--- config.mk ---
export PLATFORM = sky130hd
export DESIGN_NAME = pipe_hazard_ctrl
export DESIGN_NICKNAME = d
export VERILOG_FILES = /design/src/rtl/pipe_hazard_ctrl.sv
export SDC_FILE = /design/constraint.sdc
export NUM_CORES = 1
export LEC_CHECK = 0
export CAP_MARGIN = 20
export CORE_MARGIN = 4
export CORE_UTILIZATION = 14
export CTS_CLUSTER_SIZE = 30
export DETAILED_ROUTE_END_ITERATION = 12
export PLACE_DENSITY = 0.74
export SYNTH_ARGS = -nofsm -noshare
export SYNTH_HDL_FRONTEND = slang
export SYNTH_SLANG_ARGS = --single-unit
--- constraint.sdc ---
create_clock -name clk -period 2 [get_ports clk]
set_input_delay 0.4 -clock clk [delete_from_list [all_inputs] [get_ports clk]]
set_output_delay 0.4 -clock clk [all_outputs]
set_load 0.05 [all_outputs]
--- src/rtl/pipe_hazard_ctrl.sv ---
// Purpose: pipeline sequencer for the 3-stage RV32I core (F -> X -> W). It owns the latch enables,
//          the valid bits, redirect squash, the DMEM stall, forwarding selects and the gated reg write.
// Latency: all control outputs are combinational from current state and inputs; valids update on the next clk edge.
// Backpressure: a W-stage load/store without dmem_ack freezes PC, X and W; the access completes with zero extra cycles when acked.
// Optional build macro PIPE_PERF_EN adds the perf_cycles/perf_stalls/perf_flushes counters.
module pipe_hazard_ctrl #(
    parameter logic [31:0] NOP_INST = 32'h00000013,
    parameter int unsigned PERF_W   = 32
) (
    input  logic        clk,
    input  logic        rst,
    input  logic [31:0] inst_F,
    input  logic [31:0] inst_X,
    input  logic [31:0] inst_W,
    input  logic        br_taken_X,
    input  logic        dmem_ack,
    output logic        pc_en,
    output logic        fx_en,
    output logic        xw_en,
    output logic [31:0] inst_X_next,
    output logic        pc_sel_out,
    output logic        x_valid,
    output logic        w_valid,
    output logic        dmem_req,
    output logic        reg_we_W,
    output logic        fwd_a_sel,
    output logic        fwd_b_sel
`ifdef PIPE_PERF_EN
    ,
    output logic [PERF_W-1:0] perf_cycles,
    output logic [PERF_W-1:0] perf_stalls,
    output logic [PERF_W-1:0] perf_flushes
`endif
);

    typedef enum logic {
        RUN     = 1'b0,
        MEMWAIT = 1'b1
    } state_t;

    state_t state_q;
    state_t state_d;

    logic mem_w;
    logic wr_w;
    logic stall;

    // Only the opcode/register fields of the latched instructions matter to this block.
    logic unused_bits;
    assign unused_bits = ^{inst_X[31:25], inst_X[14:0], inst_W[31:12]};

`ifndef PIPE_PERF_EN
    // Counter width only matters when the counters exist.
    logic unused_perf_w;
    assign unused_perf_w = ^PERF_W;
`endif

    // Decode of the W instruction: memory access and register-writing classes.
    always_comb begin
        mem_w = 1'b0;
        wr_w  = 1'b0;
        case (inst_W[6:0])
            7'b0000011: begin mem_w = 1'b1; wr_w = 1'b1; end
            7'b0100011: mem_w = 1'b1;
            7'b0110011,
            7'b0010011,
            7'b0110111,
            7'b0010111,
            7'b1101111,
            7'b1100111: wr_w = 1'b1;
            default: ;
        endcase
        // Writes to x0 are architecturally dropped, so never enable or forward them.
        if (inst_W[11:7] == 5'd0) begin
            wr_w = 1'b0;
        end
    end

    // Next-state and output logic; the stall is recomputed in both states so an ack frees the pipe in the same cycle.
    always_comb begin
        state_d     = state_q;
        stall       = 1'b0;
        dmem_req    = 1'b0;
        pc_en       = 1'b1;
        fx_en       = 1'b1;
        xw_en       = 1'b1;
        pc_sel_out  = 1'b0;
        inst_X_next = inst_F;
        reg_we_W    = 1'b0;
        fwd_a_sel   = 1'b0;
        fwd_b_sel   = 1'b0;

        dmem_req = w_valid & mem_w;
        stall    = w_valid & mem_w & ~dmem_ack;
        pc_en    = ~stall;
        fx_en    = ~stall;
        xw_en    = ~stall;

        // A stall takes precedence: the redirect is replayed once the access completes.
        pc_sel_out = br_taken_X & x_valid & ~stall;
        if (pc_sel_out) begin
            inst_X_next = NOP_INST;
        end

        // A load writes only in its ack cycle, never while it is still waiting.
        reg_we_W  = w_valid & wr_w & ~stall;
        fwd_a_sel = w_valid & wr_w & (inst_W[11:7] == inst_X[19:15]);
        fwd_b_sel = w_valid & wr_w & (inst_W[11:7] == inst_X[24:20]);

        case (state_q)
            RUN:     if (stall) state_d = MEMWAIT;
            MEMWAIT: if (!stall) state_d = RUN;
            default: state_d = RUN;
        endcase
    end

    // FSM state register.
    always_ff @(posedge clk) begin
        if (rst) begin
            state_q <= RUN;
        end else begin
            state_q <= state_d;
        end
    end

    // Stage valid bits: hold during a stall, otherwise shift and insert a bubble on redirect.
    always_ff @(posedge clk) begin
        if (rst) begin
            x_valid <= 1'b0;
            w_valid <= 1'b0;
        end else if (!stall) begin
            x_valid <= ~pc_sel_out;
            w_valid <= x_valid;
        end
    end

`ifdef PIPE_PERF_EN
    // Free-running performance counters, wrapping at their natural width.
    always_ff @(posedge clk) begin
        if (rst) begin
            perf_cycles  <= '0;
            perf_stalls  <= '0;
            perf_flushes <= '0;
        end else begin
            perf_cycles <= perf_cycles + 1'b1;
            if (stall) begin
                perf_stalls <= perf_stalls + 1'b1;
            end
            if (pc_sel_out) begin
                perf_flushes <= perf_flushes + 1'b1;
            end
        end
    end
`endif

endmodule
# After elaboration in Yosys (flattened, before gate mapping)

Cells that the tools add are included.

Register bits: 2
Word-level logic and storage cells: 30

Equality and inequality tests: 10
Multiplexer cells: 4
Bitwise operators: 11
Reductions and logical operators: 3

Operators with widths:

| cell                 | number |
|---|---|
| $mux W32             | 1 |
| $eq A7 B6 Y1 const B | 3 |
| $eq A7 B5 Y1 const B | 2 |
| $eq A7 B7 Y1 const B | 2 |
| $eq A5 B5 Y1         | 2 |
| $and A1 B1 Y1        | 8 |
| $eq A7 B2 Y1 const B | 1 |
| $reduce_or A7 Y1     | 1 |
| $logic_not A5 Y1     | 1 |
| $mux W1              | 3 |
| $not A1 Y1           | 3 |
| $reduce_or A2 Y1     | 1 |

# Depth between registers and ports, before layout

Gate-level depths: netlist of the first run.

Depth in word-level cells: 8
Mapped depth: 5
Gate-level depth less buffers: 4

# Worst setup path after synthesis of the first run

No wires, ideal clock.

Path type: reg-to-output
From: register w_valid
To: output fwd_a_sel
Arrival: 2.700 ns
Data required time: 1.600 ns
Path slack: -1.100 ns
Cell stages (with the launch flop): 4
Buffers on the path: 0
Cell sequence: dfxtp_1 nand3_1 o21bai_1 nor4_1

Longest elaborated chain between the ends: 2

Ends and longest elaborated chain:

| what                        | line | RTL |
|---|---|---|
| start, declared             | 23   | `output logic w_valid,` |
| start signal, assigned      | 133  | `w_valid <= x_valid;` |
| $and A1 B1 Y1 (2 in series) | 107  | `fwd_a_sel = w_valid & wr_w & (inst_W[11:7] == inst_X[19:15]);` |
| end, declared               | 26   | `output logic fwd_a_sel,` |

Every way passes these cells.

# Worst setup path after layout of the first run

From: input inst_W[2]
To: output xw_en

Longest elaborated chain between the ends: 6

Ends and longest elaborated chain:

| what                                                | line | RTL |
|---|---|---|
| start, declared                                     | 14   | `input logic [31:0] inst_W,` |
| $eq A7 B2 Y1 / $eq A7 B6 Y1 (equally long branches) | 62   | `case (inst_W[6:0])` |
| $reduce_or A2 Y1 (no line) (*)                      | n/a  |  |
| $mux W1 (*)                                         | 62   |  |
| $and A1 B1 Y1 (*) (2 in series)                     | 94   | `stall = w_valid & mem_w & ~dmem_ack;` |
| $not A1 Y1 (*)                                      | 97   | `xw_en = ~stall;` |
| end, declared                                       | 19   | `output logic xw_en,` |

Every way passes the cells marked *; elsewhere a longest branch is shown, timed or not.

==> results of run 1 <==
worst paths after layout:
kind	startpoint	endpoint	slack (ps)	cells after the start
setup / recovery	inst_W[2]	xw_en	-340	5
hold reg to reg	x_valid$_SDFFE_PP0N_	w_valid$_SDFFE_PP0N_	530	2
setup reg to reg	w_valid$_SDFFE_PP0N_	x_valid$_SDFFE_PP0N_	670	6
hold / removal	x_valid$_SDFFE_PP0N_	w_valid$_SDFFE_PP0N_	530	2
layer usage:
| metal | global-route usage (%) | part of all wire [%] |
|---|---|---|
| met1 | 11.91 | 35 |
| met2 | 23.60 | 55 |
| met3 | 3.022 | 10 |
| met4 | 1.277 | 0 |
| met5 | 0 | 0 |
cells in the mapped netlist:
master	instances
a21oi_1	2
and2_1	23
and2_2	6
and4b_1	1
buf_4	2
buf_6	1
clkbuf_2	2
dfxtp_1	2
inv_1	1
inv_4	1
nand2_1	3
nand3_1	3
nor2_1	3
nor3_1	2
nor4_1	3
o21bai_1	2
o311ai_4	1
or2b_1	3
or4_1	1
or4_4	1
or4b_4	1
xnor2_1	10
cells by family after synthesis:
logic type             after synthesis  synth area share (%)
AND/OR/NAND/NOR                     50                 58.71
buffers and inverters                7                 8.485
AO/OA/AOI/OAI                        5                 9.404
XOR/XNOR                            10                 16.05
flip-flops                           2                 7.340
timing repair:
| item | CTS | global route |
|---|---|---|
| setup buffers | 2 | 4 |
| setup endpoints to repair | 41 | 40 |
| resized for setup | 42 | 33 |
| gates cloned | 1 | 0 |
| pin swaps | 6 | 13 |
sequential cells by signal, summed over array words and instances, names as in the netlist:
signal   count
x_valid      1
w_valid      1
critical path, delay by kind of cell:
family	cells	cell delay [ps]
buffers and inverters	3	410
AND/OR/NAND/NOR	2	1120
report_power, final:
group          switching, mW  internal, mW
clock network         0.0320         0.135
logic                  0.302         0.379
registers            0.00337        0.0424
layout make-up:
type,instances,area (µm²)
clock buffer,4,45.04
fill,308,1375
inverter,2,12.51
multi-input combinational,65,626.9
sequential,2,43.79
tap,48,60.06
timing repair buffer,121,1553
==> results.txt, run 1 <==
The path type of the worst setup path is in -> out. Setup repair after global routing could not meet its margin everywhere. The first global-routing pass estimated 4643 µm of wire. The area overhead of the layout relative to synthesis came out at 329.1%. The worst-case IR drop observed on VDD is 0.4095 mV.

The ratio of total power to cell area is 381.7 nW/µm². For this configuration, the core starts out at a cell density of 14.68%. The max capacitance violation total is 0. The pin slew with the least headroom to its limit is 505.1 ps. The post-layout instance count excluding filler cells came out at 242. The routability congestion estimate is 0.7377. The number of placed instances with taps included came out at 234.

The area of all placed cells without fillers came out at 2341 µm². The overall fraction of global-route tracks in use came out at 11.62%. The floorplan step set the die width to 70.42 µm. The largest total area in the synthesized netlist belongs to and2_1.

The most numerous cell type found on the critical path is buf_6. The final setup violation count is 37. The total grt overflow is 0. The combined area of all synthesized cells is 545.5 µm². The achievable clock frequency came out at 427.3 MHz. Synthesis produced 74 cells. The synthesized design devotes to its leading area cell type 26.38% of total area. Walking the worst path, the cells encountered are buf_6, or4_4, buf_6, or4b_4, buf_8.

During I/O placement, the number of pins put on the boundary was 142. The number of global-route vias before repair is 984. The final-layout setup total negative slack is -10150 ps. The count of hold-fix buffers inserted at cts came out at 0.

In the routed layout, each cell is associated on average with a via count of 4.062. Across all layers, the routed design uses 983 vias. The share of post-route cells with drive strength above 1 came out at 61.34%. The standard cell area after detailed placement is 2118 µm². The count of state elements after synthesis is 2. Input and output buffers added on the ports amount to 99.

TritonCTS built the clock tree. The net count of the finished layout came out at 295. The floorplan core area is 3716 µm².

In this run the tightest slew margin relative to its limit is 66.22%. Once detailed placement completed, the half-perimeter wirelength came to 2725 µm. The later-pin clock latency in the skew report is 210 ps. The total design power is 0.8936 mW. Leaving out fill and tap cells, the most frequent cells in the layout are clkdlybuf4s50_1 (41), buf_12 (31), and2_4 (29).

In this run the remaining antenna-violating nets after routing total 0. STA classifies the critical path startpoint as an input port. The worst endpoint required time came out at 1600 ps. The post-detailed-route DRC marker count came out at 0. The end-of-flow core utilization came out at 63.00%. The pin count of the biggest net entering global routing came out at 8.

The final hold violation count came out at 0. The average cell area after synthesis is 7.372 µm². The critical path endpoint category is an output port. The checks that failed: negative setup slack. The sequential fraction of the synthesis area is 7.339%.

The flow ran to the end, but the final reports show violations. The clock slew at the register clock pins of the worst setup and hold paths is 30 ps. The synthesized netlist net count is 174. The final worst-path cycle share came out at 117.0%. Leaving out fill and tap cells, the most frequent cell in the layout is clkdlybuf4s50_1. For this block, the initial DRC count from the detailed router was 4.

Yosys attributes the largest share of cell area to and2_1 (26%), xnor2_1 (16%), and2_2 (8.3%), dfxtp_1 (7.3%), o311ai_4 (4.8%). The die covers 4959 µm². The initial antenna violation count came out at 0. The post-detailed-routing wire length is 3053 µm. The count of pins over their slew limit is 0. The root buffer cell is clkbuf_8. The data arrival at the endpoint of the critical path came out at 1940 ps.

The path class of the tightest hold or removal check is reg -> reg. Dividing the detail-routed wire length by the instance count gives 12.62 µm. The die height came out at 70.42 µm. The floorplan has 22 rows. The final critical delay including setup and external delays came out at 2340 ps. The maximum level of the CTS H-tree is 1. In this design, the stage delay of the slowest critical-path cell is 560 ps. The CTS sink count came out at 2. The smallest hold slack is 530.5 ps.

The standard cell with the maximum stage delay on the critical path is or4_4. The number of synthesis warnings is 0. The antenna diode count is 0.

The final critical-path setup slack is -340.3 ps. The leakage dissipation came out at 1.076 nW. The worst clock skew on the final layout came out at 4.861 ps. The minimum setup slack after placement is -672.0 ps. The deepest clock path buffer count came out at 2. Clock tree synthesis inserted a total of 3 buffers.

The length of the first detailed-routing pass in iterations came out at 4. The count of distinct cell types in the synthesized netlist came out at 22. The largest fanout on the critical path came out at 4.
Power figures use the tool's default switching activity.
==> inputs of run 2 (changes only) <==
- CAP_MARGIN: 20 -> 10
==> results of run 2 <==
Final layout, timing and power as in run 1 (identical DEF).
